--- config.mk ---
export PLATFORM = sky130hd
export DESIGN_NAME = rv3n_func_lsu_ot_flat
export DESIGN_NICKNAME = d
export VERILOG_FILES = /design/src/rtl/rv3n_func_lsu_ot_pkg.sv /design/src/rtl/rv3n_func_lsu_ot_if.sv /design/src/rtl/rv3n_func_lsu_ot_tagq.sv /design/src/rtl/rv3n_func_lsu_ot.sv /design/src/flat_wrapper.sv
export SDC_FILE = /design/constraint.sdc
export NUM_CORES = 1
export LEC_CHECK = 0
export CORE_ASPECT_RATIO = 0.5
export CORE_UTILIZATION = 39
export CTS_CLUSTER_SIZE = 8
export DETAILED_ROUTE_END_ITERATION = 10
export PLACE_DENSITY = 0.92
export SLEW_MARGIN = 10
export SYNTH_ARGS = -nofsm -noshare
export SYNTH_HDL_FRONTEND = slang
export SYNTH_HIERARCHICAL = 1
export SYNTH_SLANG_ARGS = --single-unit
--- constraint.sdc ---
create_clock -name clk -period 4.4 [get_ports clk]
set_clock_uncertainty 0.05 [all_clocks]
set_input_delay 0.66 -clock clk [delete_from_list [all_inputs] [get_ports clk]]
set_output_delay 0.66 -clock clk [all_outputs]
set_load 0.02 [all_outputs]
--- src/rtl/rv3n_func_lsu_ot_pkg.sv ---
// -----------------------------------------------------------------------------
// rv3n_lsu_pkg
// Shared definitions for the rv3n outstanding-transaction load/store unit:
// operation-field positions, access-size codes, the in-flight tag record and
// the load-data extension helper.
// -----------------------------------------------------------------------------
package rv3n_lsu_pkg;

  // Bit positions inside func_lsu_req_para
  localparam int unsigned PARA_SZ_LSB  = 0;
  localparam int unsigned PARA_UNS     = 2;
  localparam int unsigned PARA_ST      = 3;
  localparam int unsigned PARA_GRP_LSB = 4;

  typedef enum logic [1:0] {
    SZ_B = 2'd0,
    SZ_H = 2'd1,
    SZ_W = 2'd2,
    SZ_D = 2'd3
  } lsu_size_e;

  // Byte offset is at most 3 bits wide (XLEN=64); narrower configs zero-pad.
  localparam int unsigned TAG_OFF_W = 3;

  typedef struct packed {
    logic [3:0]           para;
    logic [TAG_OFF_W-1:0] off;
  } lsu_tag_t;

  // Extract the low 8<<sz bits of an already lane-shifted word and widen it.
  // Doubleword (and anything at full width) passes through unchanged.
  function automatic logic [63:0] lsu_extend(input logic [63:0] r,
                                             input lsu_size_e   sz,
                                             input logic        uns);
    logic signed [7:0]  b;
    logic signed [15:0] h;
    logic signed [31:0] w;
    logic [63:0]        res;
    b = r[7:0];
    h = r[15:0];
    w = r[31:0];
    case (sz)
      SZ_B:    res = uns ? {56'd0, r[7:0]}  : 64'(b);
      SZ_H:    res = uns ? {48'd0, r[15:0]} : 64'(h);
      SZ_W:    res = uns ? {32'd0, r[31:0]} : 64'(w);
      default: res = r;
    endcase
    return res;
  endfunction

endpackage

--- src/rtl/rv3n_func_lsu_ot_if.sv ---
// -----------------------------------------------------------------------------
// rv3n_func_lsu_ot_if
// Bundles the issue-side request/ack signals and the data-memory port of the
// load/store unit.
//   slave  : the LSU view (consumes requests and dmem responses).
//   master : the issue logic / memory model view.
// Signals:
//   func_lsu_req_*   request valid, para, imm, pc (reserved), operand0/1
//   func_lsu_ack_*   completion valid, data, err, busy
//   func_lsu_shortcut_data  early-forward data of the head entry
//   dmem_*           req/gnt handshake, cmd, width, addr, wdata, rdata/resp/err
// -----------------------------------------------------------------------------
interface rv3n_func_lsu_ot_if #(
  parameter int XLEN  = 32,
  parameter int IMM_W = 13
);
  logic             func_lsu_req_valid;
  logic [7:0]       func_lsu_req_para;
  logic [IMM_W-1:0] func_lsu_req_imm;
  logic [XLEN-1:0]  func_lsu_req_pc;
  logic [XLEN-1:0]  func_lsu_req_operand0;
  logic [XLEN-1:0]  func_lsu_req_operand1;
  logic             func_lsu_ack_valid;
  logic [XLEN-1:0]  func_lsu_ack_data;
  logic             func_lsu_ack_err;
  logic             func_lsu_ack_busy;
  logic [XLEN-1:0]  func_lsu_shortcut_data;
  logic             dmem_req;
  logic             dmem_gnt;
  logic             dmem_cmd;
  logic [1:0]       dmem_width;
  logic [XLEN-1:0]  dmem_addr;
  logic [XLEN-1:0]  dmem_wdata;
  logic [XLEN-1:0]  dmem_rdata;
  logic             dmem_resp;
  logic             dmem_err;

  modport slave (
    input  func_lsu_req_valid, func_lsu_req_para, func_lsu_req_imm,
           func_lsu_req_pc, func_lsu_req_operand0, func_lsu_req_operand1,
           dmem_gnt, dmem_rdata, dmem_resp, dmem_err,
    output func_lsu_ack_valid, func_lsu_ack_data, func_lsu_ack_err,
           func_lsu_ack_busy, func_lsu_shortcut_data,
           dmem_req, dmem_cmd, dmem_width, dmem_addr, dmem_wdata
  );

  modport master (
    output func_lsu_req_valid, func_lsu_req_para, func_lsu_req_imm,
           func_lsu_req_pc, func_lsu_req_operand0, func_lsu_req_operand1,
           dmem_gnt, dmem_rdata, dmem_resp, dmem_err,
    input  func_lsu_ack_valid, func_lsu_ack_data, func_lsu_ack_err,
           func_lsu_ack_busy, func_lsu_shortcut_data,
           dmem_req, dmem_cmd, dmem_width, dmem_addr, dmem_wdata
  );
endinterface

--- src/rtl/rv3n_func_lsu_ot_tagq.sv ---
// -----------------------------------------------------------------------------
// rv3n_lsu_tagq
// In-order tag FIFO for outstanding dmem requests. Circular buffer whose
// pointers wrap modulo DEPTH; push and pop may happen in the same cycle even
// when full (the caller only pushes into a full queue while popping).
// Ports:
//   clk, rst     clock, synchronous active-high reset (clears pointers/count)
//   push_i       write push_data_i at the tail
//   push_data_i  tag to store
//   pop_i        retire the head entry
//   cnt_o        number of valid entries
//   head_o       oldest entry
// -----------------------------------------------------------------------------
module rv3n_lsu_tagq
  import rv3n_lsu_pkg::*;
#(
  parameter  int DEPTH = 2,
  localparam int CW    = $clog2(DEPTH + 1),
  localparam int PW    = (DEPTH > 1) ? $clog2(DEPTH) : 1
) (
  input  logic          clk,
  input  logic          rst,
  input  logic          push_i,
  input  lsu_tag_t      push_data_i,
  input  logic          pop_i,
  output logic [CW-1:0] cnt_o,
  output lsu_tag_t      head_o
);

  lsu_tag_t      mem_q [DEPTH];
  logic [PW-1:0] wptr_q, wptr_d;
  logic [PW-1:0] rptr_q, rptr_d;
  logic [CW-1:0] cnt_q, cnt_d;

  function automatic logic [PW-1:0] wrap_inc(input logic [PW-1:0] p);
    return (p == PW'(DEPTH - 1)) ? '0 : p + 1'b1;
  endfunction

  always_comb begin
    wptr_d = wptr_q;
    rptr_d = rptr_q;
    cnt_d  = cnt_q;
    if (push_i) wptr_d = wrap_inc(wptr_q);
    if (pop_i)  rptr_d = wrap_inc(rptr_q);
    case ({push_i, pop_i})
      2'b10:   cnt_d = cnt_q + 1'b1;
      2'b01:   cnt_d = cnt_q - 1'b1;
      default: cnt_d = cnt_q;
    endcase
  end

  always_ff @(posedge clk) begin
    if (rst) begin
      wptr_q <= '0;
      rptr_q <= '0;
      cnt_q  <= '0;
    end else begin
      wptr_q <= wptr_d;
      rptr_q <= rptr_d;
      cnt_q  <= cnt_d;
    end
  end

  // Tag storage carries no reset; validity is tracked by cnt_q alone.
  always_ff @(posedge clk) begin
    if (push_i) mem_q[wptr_q] <= push_data_i;
  end

  assign cnt_o  = cnt_q;
  assign head_o = mem_q[rptr_q];

endmodule

--- src/rtl/rv3n_func_lsu_ot.sv ---
// -----------------------------------------------------------------------------
// rv3n_func_lsu_ot
// Load/store unit with up to OT_DEPTH dmem requests in flight. Requests issue
// combinationally, completions are acked in the dmem_resp cycle in issue order.
// Store data is lane-replicated; load data is shifted by the byte offset
// recorded at issue and then sign/zero-extended.
// Ports:
//   clk   clock
//   rst   synchronous active-high reset
//   bus   rv3n_func_lsu_ot_if.slave (request/ack and dmem port)
// Build option:
//   LSU_MISALIGN_EXC_EN  when defined, misaligned accesses are never issued;
//                        once the unit drains they complete as an error ack
//                        carrying the effective address.
// -----------------------------------------------------------------------------
module rv3n_func_lsu_ot
  import rv3n_lsu_pkg::*;
#(
  parameter int XLEN     = 32,
  parameter int OT_DEPTH = 2,
  parameter int IMM_W    = 13
) (
  input  logic              clk,
  input  logic              rst,
  rv3n_func_lsu_ot_if.slave bus
);

  localparam int OFFW = $clog2(XLEN / 8);
  localparam int CW   = $clog2(OT_DEPTH + 1);

  logic            active;
  lsu_size_e       sz;
  logic [XLEN-1:0] ea;
  logic [XLEN-1:0] sz_mask;
  logic [OFFW-1:0] off;
  logic            slot_free;
  logic            blocked;
  logic            issue;
  logic            pop;
  logic [CW-1:0]   cnt;
  lsu_tag_t        push_tag;
  lsu_tag_t        head;
  lsu_size_e       head_sz;
  logic [XLEN-1:0] r;
  logic [XLEN-1:0] load_ext;
  logic [XLEN-1:0] load_data;
  logic [XLEN-1:0] wdata;
  logic            trap_ack;
  logic [XLEN-1:0] trap_addr;
  logic            unused_ok;

  // Requests with para[5:4] != 0 belong to another functional unit.
  assign active  = bus.func_lsu_req_valid &
                   (bus.func_lsu_req_para[PARA_GRP_LSB +: 2] == 2'b00);
  assign sz      = lsu_size_e'(bus.func_lsu_req_para[PARA_SZ_LSB +: 2]);
  assign ea      = bus.func_lsu_req_operand0 + XLEN'($signed(bus.func_lsu_req_imm));
  assign sz_mask = (XLEN'(1) << sz) - XLEN'(1);
  assign off     = ea[OFFW-1:0];

  always_comb begin
    case (sz)
      SZ_B:    wdata = {(XLEN/8){bus.func_lsu_req_operand1[7:0]}};
      SZ_H:    wdata = {(XLEN/16){bus.func_lsu_req_operand1[15:0]}};
      SZ_W:    wdata = {(XLEN/32){bus.func_lsu_req_operand1[31:0]}};
      default: wdata = bus.func_lsu_req_operand1;
    endcase
  end

`ifdef LSU_MISALIGN_EXC_EN
  logic            misalign;
  logic            err_pend_q, err_pend_d;
  logic [XLEN-1:0] ea_q;

  assign misalign = (off & sz_mask[OFFW-1:0]) != '0;
  // The trap ack cycle consumes the held request, so nothing issues then.
  assign blocked  = misalign | err_pend_q;

  // Trap only once every older access has completed, keeping acks in order.
  always_comb begin
    err_pend_d = 1'b0;
    if (!err_pend_q)
      err_pend_d = active & misalign & (cnt == '0) & ~bus.dmem_resp;
  end

  always_ff @(posedge clk) begin
    if (rst) err_pend_q <= 1'b0;
    else     err_pend_q <= err_pend_d;
  end

  always_ff @(posedge clk) begin
    if (err_pend_d) ea_q <= ea;
  end

  assign trap_ack  = err_pend_q;
  assign trap_addr = ea_q;
`else
  assign blocked   = 1'b0;
  assign trap_ack  = 1'b0;
  assign trap_addr = '0;
`endif

  // A response retiring in this cycle frees a slot for a same-cycle issue.
  assign slot_free = (cnt < CW'(OT_DEPTH)) | bus.dmem_resp;

  assign bus.dmem_req   = active & ~rst & ~blocked & slot_free;
  assign bus.dmem_cmd   = bus.func_lsu_req_para[PARA_ST];
  assign bus.dmem_width = bus.func_lsu_req_para[PARA_SZ_LSB +: 2];
  assign bus.dmem_addr  = ea & ~sz_mask;
  assign bus.dmem_wdata = wdata;

  assign issue    = bus.dmem_req & bus.dmem_gnt;
  // Responses with nothing outstanding (e.g. after a reset) are dropped.
  assign pop      = ~rst & bus.dmem_resp & (cnt != '0);
  assign push_tag = '{para: bus.func_lsu_req_para[3:0], off: TAG_OFF_W'(off)};

  rv3n_lsu_tagq #(
    .DEPTH (OT_DEPTH)
  ) u_tagq (
    .clk         (clk),
    .rst         (rst),
    .push_i      (issue),
    .push_data_i (push_tag),
    .pop_i       (pop),
    .cnt_o       (cnt),
    .head_o      (head)
  );

  assign head_sz   = lsu_size_e'(head.para[PARA_SZ_LSB +: 2]);
  assign r         = bus.dmem_rdata >> {head.off, 3'b000};
  assign load_ext  = XLEN'(lsu_extend(64'(r), head_sz, head.para[PARA_UNS]));
  assign load_data = head.para[PARA_ST] ? '0 : load_ext;

  assign bus.func_lsu_shortcut_data = (head_sz >= SZ_W) ? r : XLEN'($signed(r[15:0]));

  assign bus.func_lsu_ack_valid = ~rst & (pop | trap_ack);
  assign bus.func_lsu_ack_err   = ~rst & (trap_ack | (pop & bus.dmem_err));
  assign bus.func_lsu_ack_busy  = ~rst & active & ~trap_ack & ~issue;

  always_comb begin
    bus.func_lsu_ack_data = '0;
    if (!rst) begin
      if (trap_ack)  bus.func_lsu_ack_data = trap_addr;
      else if (pop)  bus.func_lsu_ack_data = load_data;
    end
  end

  // pc and the upper para bits are reserved and intentionally not consumed.
  assign unused_ok = ^{bus.func_lsu_req_pc, bus.func_lsu_req_para[7:6]};

endmodule
--- src/flat_wrapper.sv ---
// flat-port wrapper written by rule: the top's interface ports become plain ports
module rv3n_func_lsu_ot_flat import rv3n_lsu_pkg::*;
#(
  parameter int XLEN     = 32,
  parameter int OT_DEPTH = 2,
  parameter int IMM_W    = 13
)
  (clk, rst, bus_func_lsu_req_valid, bus_func_lsu_req_para, bus_func_lsu_req_imm, bus_func_lsu_req_pc, bus_func_lsu_req_operand0, bus_func_lsu_req_operand1, bus_dmem_gnt, bus_dmem_rdata, bus_dmem_resp, bus_dmem_err, bus_func_lsu_ack_valid, bus_func_lsu_ack_data, bus_func_lsu_ack_err, bus_func_lsu_ack_busy, bus_func_lsu_shortcut_data, bus_dmem_req, bus_dmem_cmd, bus_dmem_width, bus_dmem_addr, bus_dmem_wdata);
  rv3n_func_lsu_ot_if #(.XLEN(XLEN), .IMM_W(IMM_W)) bus_i ();
  input  logic clk;
  input  logic rst;
  input wire logic [$bits(bus_i.func_lsu_req_valid)-1:0] bus_func_lsu_req_valid;
  input wire logic [$bits(bus_i.func_lsu_req_para)-1:0] bus_func_lsu_req_para;
  input wire logic [$bits(bus_i.func_lsu_req_imm)-1:0] bus_func_lsu_req_imm;
  input wire logic [$bits(bus_i.func_lsu_req_pc)-1:0] bus_func_lsu_req_pc;
  input wire logic [$bits(bus_i.func_lsu_req_operand0)-1:0] bus_func_lsu_req_operand0;
  input wire logic [$bits(bus_i.func_lsu_req_operand1)-1:0] bus_func_lsu_req_operand1;
  input wire logic [$bits(bus_i.dmem_gnt)-1:0] bus_dmem_gnt;
  input wire logic [$bits(bus_i.dmem_rdata)-1:0] bus_dmem_rdata;
  input wire logic [$bits(bus_i.dmem_resp)-1:0] bus_dmem_resp;
  input wire logic [$bits(bus_i.dmem_err)-1:0] bus_dmem_err;
  output wire logic [$bits(bus_i.func_lsu_ack_valid)-1:0] bus_func_lsu_ack_valid;
  output wire logic [$bits(bus_i.func_lsu_ack_data)-1:0] bus_func_lsu_ack_data;
  output wire logic [$bits(bus_i.func_lsu_ack_err)-1:0] bus_func_lsu_ack_err;
  output wire logic [$bits(bus_i.func_lsu_ack_busy)-1:0] bus_func_lsu_ack_busy;
  output wire logic [$bits(bus_i.func_lsu_shortcut_data)-1:0] bus_func_lsu_shortcut_data;
  output wire logic [$bits(bus_i.dmem_req)-1:0] bus_dmem_req;
  output wire logic [$bits(bus_i.dmem_cmd)-1:0] bus_dmem_cmd;
  output wire logic [$bits(bus_i.dmem_width)-1:0] bus_dmem_width;
  output wire logic [$bits(bus_i.dmem_addr)-1:0] bus_dmem_addr;
  output wire logic [$bits(bus_i.dmem_wdata)-1:0] bus_dmem_wdata;
  assign bus_i.func_lsu_req_valid = bus_func_lsu_req_valid;
  assign bus_i.func_lsu_req_para = bus_func_lsu_req_para;
  assign bus_i.func_lsu_req_imm = bus_func_lsu_req_imm;
  assign bus_i.func_lsu_req_pc = bus_func_lsu_req_pc;
  assign bus_i.func_lsu_req_operand0 = bus_func_lsu_req_operand0;
  assign bus_i.func_lsu_req_operand1 = bus_func_lsu_req_operand1;
  assign bus_i.dmem_gnt = bus_dmem_gnt;
  assign bus_i.dmem_rdata = bus_dmem_rdata;
  assign bus_i.dmem_resp = bus_dmem_resp;
  assign bus_i.dmem_err = bus_dmem_err;
  assign bus_func_lsu_ack_valid = bus_i.func_lsu_ack_valid;
  assign bus_func_lsu_ack_data = bus_i.func_lsu_ack_data;
  assign bus_func_lsu_ack_err = bus_i.func_lsu_ack_err;
  assign bus_func_lsu_ack_busy = bus_i.func_lsu_ack_busy;
  assign bus_func_lsu_shortcut_data = bus_i.func_lsu_shortcut_data;
  assign bus_dmem_req = bus_i.dmem_req;
  assign bus_dmem_cmd = bus_i.dmem_cmd;
  assign bus_dmem_width = bus_i.dmem_width;
  assign bus_dmem_addr = bus_i.dmem_addr;
  assign bus_dmem_wdata = bus_i.dmem_wdata;
  rv3n_func_lsu_ot #(.XLEN(XLEN), .OT_DEPTH(OT_DEPTH), .IMM_W(IMM_W)) u_core (.clk(clk), .rst(rst), .bus(bus_i));
endmodule
## Word-level counts from Yosys, hierarchy flattened

Memories as Yosys holds them, arrays and structs flattened. A register that Yosys moved wholly into a read port is not among the register bits.
Index checks and enable logic that the tools add are counted.

| operators by class | value |
|---|---|
| add/subtract/negate cells | 6 |
| $mul | 0 |
| divide/modulo/power cells | 0 |
| $lt $le $gt $ge | 2 |
| equal/unequal tests | 5 |
| shift-type cells | 2 |
| muxes and demuxes | 15 |
| bitwise operators | 15 |
| reductions and logical operators | 5 |

Operators with widths:

| operator | number |
|---|---|
| $mux W32 | 6 |
| $pmux W32 S3 | 1 |
| $pmux W32 S2 | 1 |
| $add A32 B32 Y32 | 1 |
| $and A32 B32 Y32 | 1 |
| $not A32 Y32 | 1 |
| $shl A1 B2 Y32 const A | 1 |
| $shr A32 B6 Y32 | 1 |
| $sub A32 B2 Y32 const B | 1 |
| $and A1 B1 Y1 | 10 |
| $eq A2 B1 Y1 const B | 3 |
| $logic_not A2 Y1 | 3 |
| $mux W1 | 6 |
| $eq A2 B2 Y1 const B | 2 |
| $pmux W2 S2 | 1 |
| $reduce_bool A2 Y1 | 2 |
| $add A1 B1 Y1 const B | 2 |
| $add A2 B1 Y2 const B | 1 |
| $ge A2 B2 Y1 const B | 1 |
| $lt A2 B2 Y1 const B | 1 |
| $not A1 Y1 | 2 |
| $sub A2 B1 Y2 const B | 1 |
| $or A1 B1 Y1 | 1 |

| word-level totals | value |
|---|---|
| register bits after elaboration | 4 |
| bits in latches | 0 |
| RAM bits | 12 |
| ROM bits | 0 |
| input port bits | 155 |
| memories kept | 1 |

Memory list:

| memory | depth | width | read ports | clocked after Yosys merged registers in | write ports | line | RTL |
|---|---|---|---|---|---|---|---|
| u_core.u_tagq.mem_q | 2 | 6 | 1 | 1 | 1 | rv3n_func_lsu_ot_tagq.sv:30 | `lsu_tag_t mem_q [DEPTH];` |

## Depth between registers and ports, before layout

Gate-level depths: netlist of the first run.

| logic depth | value |
|---|---|
| depth in word-level cells | 7 |
| gate-level depth with buffers | 12 |
| mapped depth without buffers | 9 |

## Cells and area by module

Netlist of the first run, hierarchy kept.

By module, submodules not included:

| module | instances | cells an instance | area each (sq um) | seq. area each (sq um) |
|---|---|---|---|---|
| rv3n_func_lsu_ot | 1 | 502 | 3290.7 | 0.0 |
| rv3n_lsu_tagq | 1 | 42 | 696.9 | 520.5 |

## Least setup slack after synthesis of the first run

OpenSTA, ideal clock, no wires.

| path | value |
|---|---|
| path type | input to output |
| from | input port bus_func_lsu_req_imm[0] |
| to | output port bus_dmem_addr[28] |
| arrival | 2.968 ns |
| setup slack | 0.722 ns |
| stages | 9 |
| path buffers | 0 |
| path through | ha_1 fa_1 a21oi_1 o21ai_1 o2111ai_1 o2111ai_1 o21a_1 a41oi_1 mux2i_1 |

| between the ends | value |
|---|---|
| cells in the longest elaborated chain, start to end | 2 |

RTL lines:

| element | line | RTL |
|---|---|---|
| start, declared | flat_wrapper.sv:14 | `input wire logic [$bits(bus_i.func_lsu_req_imm)-1:0] bus_func_lsu_req_imm;` |
| $add A32 B32 Y32 | rv3n_func_lsu_ot.sv:56 | `assign ea = bus.func_lsu_req_operand0 + XLEN'($signed(bus.func_lsu_req_imm));` |
| $and A32 B32 Y32 | rv3n_func_lsu_ot.sv:108 | `assign bus.dmem_addr = ea & ~sz_mask;` |
| end, declared | flat_wrapper.sv:30 | `output wire logic [$bits(bus_i.dmem_addr)-1:0] bus_dmem_addr;` |

Every way passes these cells.

## Worst setup path after layout of the first run

| path | value |
|---|---|
| from | input port bus_func_lsu_req_imm[0] |
| to | output port bus_dmem_addr[24] |

The elaborated chain is that of the path after synthesis.

==> summary.txt, run 1 <==
Outcome
  • Run status: complete, no violations

Finish
  • Layout Area Growth over Synthesis: 72.8%
  • Fill cell instance count of the final layout: a little under 800
  • Flip-flop and latch area: around 520 µm²
  • Share of cells above drive strength 1: 10.2%
  • Area of the multi-input gates: 3230 µm²
  • Final non-filler cell area: 6890 µm²
  • # nets final: between 900 and 1000
  • Number of diodes added for antenna fixing: 0
  • Non-filler instance count after layout: 930

Drt
  • Remaining antenna violation count after routing: 0
  • Ratio of routed vias to standard cells: roughly 5.5
  • Routed wirelength normalized by instance count: between 15 and 20 µm
  • DRC violation count after routing: 0
  • Via count: between 5000 and 6000
  • Number of search-and-repair iterations in the first detailed-routing pass: 5
  • First DRT Iteration DRCs: approximately 280
  • Routed wire length: around 16 mm

GRT
  • Global-route wire length before repair: 23.7 mm
  • Pin count of the biggest net entering global routing: 34
  • Overall overflow remaining after global route: 0
  • Number of antenna violations at the first check in global routing: 0
  • Gr usage total: about 27%
  • Number of global-route vias before repair: about 4800

Worst hold path
  • Worst Hold Class: reg2reg
  • Instance count along the most critical hold path: 2

Power and ir drop
  • Worst VDD drop: between 0.1 and 0.15 mV
  • Pleak: 0.00283 µW
  • Power per cell area: 178 nW/µm²

Timing
  • Finish-stage setup viols: 0
  • Count of endpoints failing hold in the final timing report: 0
  • Count of final max-slew check failures: 0
  • Actual transition at the worst max-transition pin: around 1000 ps
  • Final period utilization: slightly below 100%
  • Rel. slew slack: between 30 and 40%
  • Post-route minimum period: 4270 ps
  • Max Clock Freq: between 200 and 250 MHz
  • Setup repair after global routing missed its margin: false
  • Smallest setup slack after layout: ~130 ps

Setup path
  • Critical Path End Type: primary output
  • Series of cell instances along the critical path: clkdlybuf4s50_1 -> ha_1 -> fa_1 -> a21oi_2 -> o21ai_1 -> o2111ai_2 -> o2111ai_1 -> buf_4 -> o211ai_1 -> a211oi_1 -> a31o_2 -> dlygate4sd2_1
  • Number of buffer and inverter instances along the worst setup path: 3
  • Worst path depth: 12
  • Longest individual stage delay on the worst path: around 420 ps
  • Data arrival at the endpoint of the critical path: about 3600 ps
  • Critical setup path kind: in2out
  • Worst path top cell family by delay: compound AO/OA/AOI/OAI gates
  • CP Data Required Time: approximately 3700 ps
  • Maximum net fanout on the critical path: 2
  • Startpoint type of the worst setup path: input pin
  • Number of cells on the worst reg-to-reg path: 6
  • Worst path slowest cell: sky130_fd_sc_hd__clkdlybuf4s50_1

Yosys
  • Async set-or-reset flop fraction in the synthesized netlist: 0%
  • Synth Cell Area: 3990 µm²
  • Synth Register Bits: 19
  • Number of synthesized flops with an enable pin: 14
  • Syn_area_per_cell: ~7.3 µm²
  • Commonest register cell after synthesis: sky130_fd_sc_hd__edfxtp_1
  • Count of synthesis-stage warnings from yosys: 6
  • Sequential area share after synthesis: a little over an eighth
  • Number of instances in the synthesized netlist: about 540
  • Distinct cell type count of the synthesized netlist: 60

Floorplan
  • Row count: 25
  • # IOs: 290
  • Total core area: just under 10000 µm²
  • Die Y-Extent: 73.5 µm
  • Die footprint: around 11000 µm²
  • Die X-Extent: around 150 µm
  • Effective utilization at floorplan: roughly two fifths

Place
  • Worst slack at placement: -186 ps
  • Placed cell area: 6750 µm²
  • Placer Congestion: 0.949
  • Number of input and output port buffers inserted: approximately 260
  • DPL Wire Length: 12.5 mm
  • Placed cells: 926

Clocking
  • # H-tree levels: 1
  • Clock tree buffer depth: 2
  • CTS buffer count: 3
  • TritonCTS clock tree: yes
  • Number of buffers added to fix hold violations after cts: 0
  • Clock Sinks: 19
  • Root Buffer: sky130_fd_sc_hd__clkbuf_16
  • Clock Latency Late Sink: 250 ps
  • Clock-pin slew of the registers on the worst-case setup and hold paths: about 50 ps

Flow run
  • Maximum capacitance violations: 0
-- path summary, 6_finish.rpt --
| path | start | endpoint | slack, ps |
|---|---|---|---|
| worst min register to register | u_core/u_tagq/rptr_q | register | 490 |
| worst max register to register | u_core/u_tagq/cnt_o[1] | u_core/u_tagq/cnt_o[1] | 2540 |
| worst min-delay path | u_core/u_tagq/rptr_q | register | 490 |
| worst max-delay path | bus_func_lsu_req_imm[0] | bus_dmem_addr[24] | 130 |
-- placed cells by master (no fill, tap or decap), drive strengths merged, types with 18 or more instances in the layout --
| cell type | synthesis | final |
|---|---|---|
| nand2 | 52 | 52 |
| nor2b | 18 | 18 |
| clkdlybuf4s50 | 0 | 239 |
| nor2 | 58 | 58 |
| ha | 33 | 33 |
| a21oi | 60 | 60 |
| o21ai | 30 | 30 |
| a211oi | 20 | 20 |
| xnor2 | 20 | 20 |
| buf | 19 | 36 |
-- where the power goes --
group          total [µW]  switching [µW]  internal [µW]  leakage [µW]
clock network         184            60.9            123     0.0000382
registers             196            1.19            195      0.000167
logic                 844             424            420       0.00263
total                1220             486            738       0.00283
-- final cells by class --
cell class	count	area share [%]
timing repair buffer	291	41.3
inverter	12	0.654
tap	135	2.45
multi-input combinational	469	46.9
clock buffer	4	1.14
sequential	19	7.56
-- cells in the mapped netlist (12+ instances only) --
| cell type | instances | area [µm²] |
|---|---|---|
| sky130_fd_sc_hd__nor2_1 | 58 | 218 |
| sky130_fd_sc_hd__o21ai_0 | 27 | 135 |
| sky130_fd_sc_hd__a21oi_1 | 60 | 300 |
| sky130_fd_sc_hd__edfxtp_1 | 14 | 420 |
| sky130_fd_sc_hd__nand2_1 | 52 | 195 |
| sky130_fd_sc_hd__mux2i_1 | 17 | 170 |
| sky130_fd_sc_hd__a21o_1 | 17 | 128 |
| sky130_fd_sc_hd__a211oi_1 | 19 | 143 |
| sky130_fd_sc_hd__inv_1 | 12 | 45.0 |
| sky130_fd_sc_hd__clkbuf_1 | 24 | 90.1 |
| sky130_fd_sc_hd__nor2b_1 | 18 | 113 |
| sky130_fd_sc_hd__ha_1 | 33 | 413 |
| sky130_fd_sc_hd__mux2_2 | 15 | 169 |
| sky130_fd_sc_hd__xnor2_1 | 20 | 175 |
-- cells by family after synthesis --
kind of cell / synth area share, %
AOI/OAI and AO/OA: 32.9
DFF: 13.1
muxes: 9.07
adders and majority gates: 10.9
xor gates and xnor gates: 6.59
and+or+nand+nor: 20.6
buffers and inverters: 6.90
other: 0.0940
-- worst reg2reg max path, cell delays in order (launching register included) --
cell	delay (ps)
sky130_fd_sc_hd__dfxtp_1	320
sky130_fd_sc_hd__a21oi_1	200
sky130_fd_sc_hd__and2_1	240
sky130_fd_sc_hd__inv_1	90
sky130_fd_sc_hd__ha_1	340
sky130_fd_sc_hd__or3_1	350
sky130_fd_sc_hd__a21oi_1	180
-- metal layers --
| layer | share of wire [%] | vias to the layer above | global-route usage (%) |
|---|---|---|---|
| met1 | 42 | 2359 | 33.2 |
| met3 | 5.3 | 41 | 2.48 |
| li1 | - | 2498 | - |
| met4 | 2.8 | 0 | 9.46 |
| met2 | 50 | 187 | 51.0 |
| met5 | 0 | - | 0 |
-- sequential cells by signal (all words and copies together) (netlist names), named ones only --
register,count
u_core/u_tagq/cnt_o,2
u_core/u_tagq/mem_q,14
u_core/u_tagq/rptr_q,1
u_core/u_tagq/wptr_q,1
-- metrics by stage --
step / total power, µW / hold WS, ps / setup TNS (ps) / util (%)
floorplan: 640 / 415 / 0 / -
global placement: 1030 / 437 / -128 / 69.6
detailed placement: 1040 / 456 / -461 / 69.6
CTS: 1220 / 486 / 0 / 70.5
global route: 1290 / 523 / 0 / 71.0
finish: 1220 / 495 / 0 / 71.0
-- repair_timing --
action / in CTS / in global routing
buffers inserted: 0 / 0
pin swaps: 0 / 0
endpoints found under the setup margin: 8 / 15
gates resized for setup: 6 / 16
No activity file was read; power rests on OpenSTA's default activity.
==> run 2: changes to the inputs <==
--- a/config.mk
+++ b/config.mk
@@ -6,6 +6,7 @@
 export NUM_CORES = 1
 export LEC_CHECK = 0
 export CORE_ASPECT_RATIO = 0.5
+export CORE_MARGIN = 2
 export CORE_UTILIZATION = 39
 export CTS_CLUSTER_SIZE = 8
 export DETAILED_ROUTE_END_ITERATION = 10
==> summary.txt, run 2 (synthesis gave the netlist of run 1 again) <==
Outcome
  • Run status: complete, no violations

Clocking
  • Clock tree buffer depth: 2 (unchanged)
  • # H-tree levels: 1 (unchanged)
  • Clock-pin slew of the registers on the worst-case setup and hold paths: 50 ps (about the same)
  • Clock Sinks: 19 (unchanged)
  • TritonCTS clock tree: yes
  • Clock Latency Late Sink: 250 ps (about the same)
  • Root Buffer: sky130_fd_sc_hd__clkbuf_16
  • CTS buffer count: 3 (unchanged)
  • Number of buffers added to fix hold violations after cts: 0 (unchanged)

Place
  • DPL Wire Length: 12.6 mm (+0.91%)
  • Number of input and output port buffers inserted: 255 (unchanged)
  • Placed cells: 932 (+0.65%)
  • Placer Congestion: 0.933 (-1.7%)
  • Placed cell area: 6770 µm² (+0.20%)

Timing
  • Setup repair after global routing missed its margin: false
  • Max Clock Freq: 234 MHz (-0.20%)
  • Count of endpoints failing hold in the final timing report: 0 (unchanged)
  • Finish-stage setup viols: 0 (unchanged)
  • Rel. slew slack: 32.2% (about the same)
  • Post-route minimum period: 4280 ps (+8.39 ps)
  • Actual transition at the worst max-transition pin: 1020 ps (-0.269 ps)
  • Final period utilization: 97.3% (+0.19 points)
  • Count of final max-slew check failures: 0 (unchanged)

Setup path
  • Critical setup path kind: in2out
  • Startpoint type of the worst setup path: input pin
  • Series of cell instances along the critical path: clkdlybuf4s50_1 -> buf_4 -> ha_1 -> a211oi_1 -> o31a_1 -> a211oi_4 -> o2111ai_2 -> a31oi_4 -> xor2_1 -> clkdlybuf4s50_1
  • Origin of the worst setup path: bus_func_lsu_req_imm[1]
  • Worst path top cell family by delay: buffers and inverters
  • Longest individual stage delay on the worst path: 620 ps (+200 ps)
  • Most frequent CP cell: sky130_fd_sc_hd__clkdlybuf4s50_1
  • Number of buffer and inverter instances along the worst setup path: 3 (unchanged)
  • Critical Path End Type: primary output
  • Data arrival at the endpoint of the critical path: 3570 ps (about the same)
  • Worst path slowest cell: sky130_fd_sc_hd__clkdlybuf4s50_1
  • CP Data Required Time: 3690 ps (about the same)
  • FF-to-FF Start: u_core/u_tagq/cnt_o[1]
  • Maximum net fanout on the critical path: 3 (+1)

GRT
  • Global-route wire length before repair: 23.0 mm (-3.3%)
  • Pin count of the biggest net entering global routing: 34 (unchanged)
  • Number of antenna violations at the first check in global routing: 0 (unchanged)
  • Gr usage total: 25.2% (-2.0 points)
  • Overall overflow remaining after global route: 0 (unchanged)
  • Number of global-route vias before repair: 4560 (-5.0%)

Power and ir drop
  • Relative contribution of combinational cells to total power: 69.0% (about the same)
  • Fraction of power spent switching nets: 39.9% (+0.18 points)
  • Pleak: 0.00283 µW (about the same)
  • Sequential group share of total power: 16.0% (about the same)
  • Overall power: 1230 µW (+0.19%)
  • Internal portion of total power: 737 µW (-0.11%)
  • Fraction of power consumed by the clock network: 15.0% (about the same)
  • Switching power: 489 µW (+0.64%)
  • Power per cell area: 178 nW/µm² (about the same)
  • Worst VDD drop: 0.116 mV (+1.9%)

Drt
  • Routed wirelength normalized by instance count: 16.7 µm (-0.27%)
  • Remaining antenna violation count after routing: 0 (unchanged)
  • Number of search-and-repair iterations in the first detailed-routing pass: 5 (unchanged)
  • First DRT Iteration DRCs: 315 (+11%)
  • DRC violation count after routing: 0 (unchanged)
  • Via count: 5149 (+1.3%)
  • Routed wire length: 15.7 mm (+0.38%)
  • Ratio of routed vias to standard cells: 5.50 (+0.61%)

Finish
  • Layout Area Growth over Synthesis: 73.2%
  • Most used cells in the layout excluding fill and tap cells: 240 x sky130_fd_sc_hd__clkdlybuf4s50_1, 59 x sky130_fd_sc_hd__a21oi_1, 58 x sky130_fd_sc_hd__nor2_1
  • Number of diodes added for antenna fixing: 0 (unchanged)
  • Share of cells above drive strength 1: 10.6% (+0.36 points)
  • Register ranked first by flip-flop count: u_core/u_tagq/mem_q
  • Most common cell after layout, fill and taps aside: sky130_fd_sc_hd__clkdlybuf4s50_1
  • # nets final: 986 (+0.10%)
  • Utilization of the core after routing: 68.5% (-2.6 points)
  • Final non-filler cell area: 6910 µm² (+0.24%)
  • Non-filler instance count after layout: 936 (+0.65%)
  • Flip-flop count of the largest register after layout: 14 (unchanged)

Floorplan
  • Die Y-Extent: 75.5 µm (+2.7%)
  • Total core area: 10100 µm² (+4.0%)
  • Die X-Extent: 147 µm (+1.4%)
  • Effective utilization at floorplan: 39.5% (-1.6 points)
  • # IOs: 290 (unchanged)
  • Row count: 26 (+4.0%)
  • Die footprint: 11100 µm² (+4.1%)

Flow run
  • Maximum capacitance violations: 0 (unchanged)

Worst hold path
  • Startpoint of the tightest hold check path: u_core/u_tagq/rptr_q
  • Worst Hold Class: reg2reg
==> run 2: worst paths after layout <==
check,end,slack (ps),depth (start not counted)
min reg2reg,register,470,2
min,register,470,2
max,bus_dmem_addr[23],120,10
max reg2reg,u_core/u_tagq/cnt_o[1],2540,6
==> run 2: repair_timing <==
item,4_1_cts,5_1_grt
resized for setup,8,15
endpoints found under the setup margin,9,15
setup buffers,0,0
==> run 2: layout make-up <==
type	instances	area (µm²)
clock buffers	3	75.1
clock inverters	1	5.00
fillers	822	3180
inverters	12	45.0
multi-input cells	469	3240
flip-flops and latches	19	520
well taps	140	175
repair buffers	292	2850
==> run 2: through the flow <==
stage	hold slack, ps	setup TNS, ps	setup slack (ps)
floorplan	415	0	722
global placement	435	-624	-159
detailed placement	455	-1100	-256
CTS	473	0	17.7
global route	499	0	6.14
finish	473	0	121
==> run 2: per-layer routing <==
metal	vias to the layer above	wire, µm	global-route usage [%]
met5	-	0	0
met2	215	7880	46.2
met3	33	1030	2.28
li1	2497	-	-
met4	0	327	7.26
met1	2404	6430	32.7
==> run 2: worst reg2reg max path: cells and delay by family (launching register included) <==
kind / cells / cell delay, ps
fa+ha+maj: 1 / 340
simple gates: 2 / 610
buf+inv: 1 / 90
compound gates: 2 / 370
flops: 1 / 320
==> run 2: power groups by stage <==
| stage | logic, µW | registers (µW) | clock network, µW |
|---|---|---|---|
| finish | 846 | 196 | 184 |
| global route | 902 | 196 | 193 |
| CTS | 843 | 196 | 187 |
| detailed placement | 841 | 200 | 0 |
| global placement | 827 | 200 | 0 |
| floorplan | 440 | 199 | 0 |
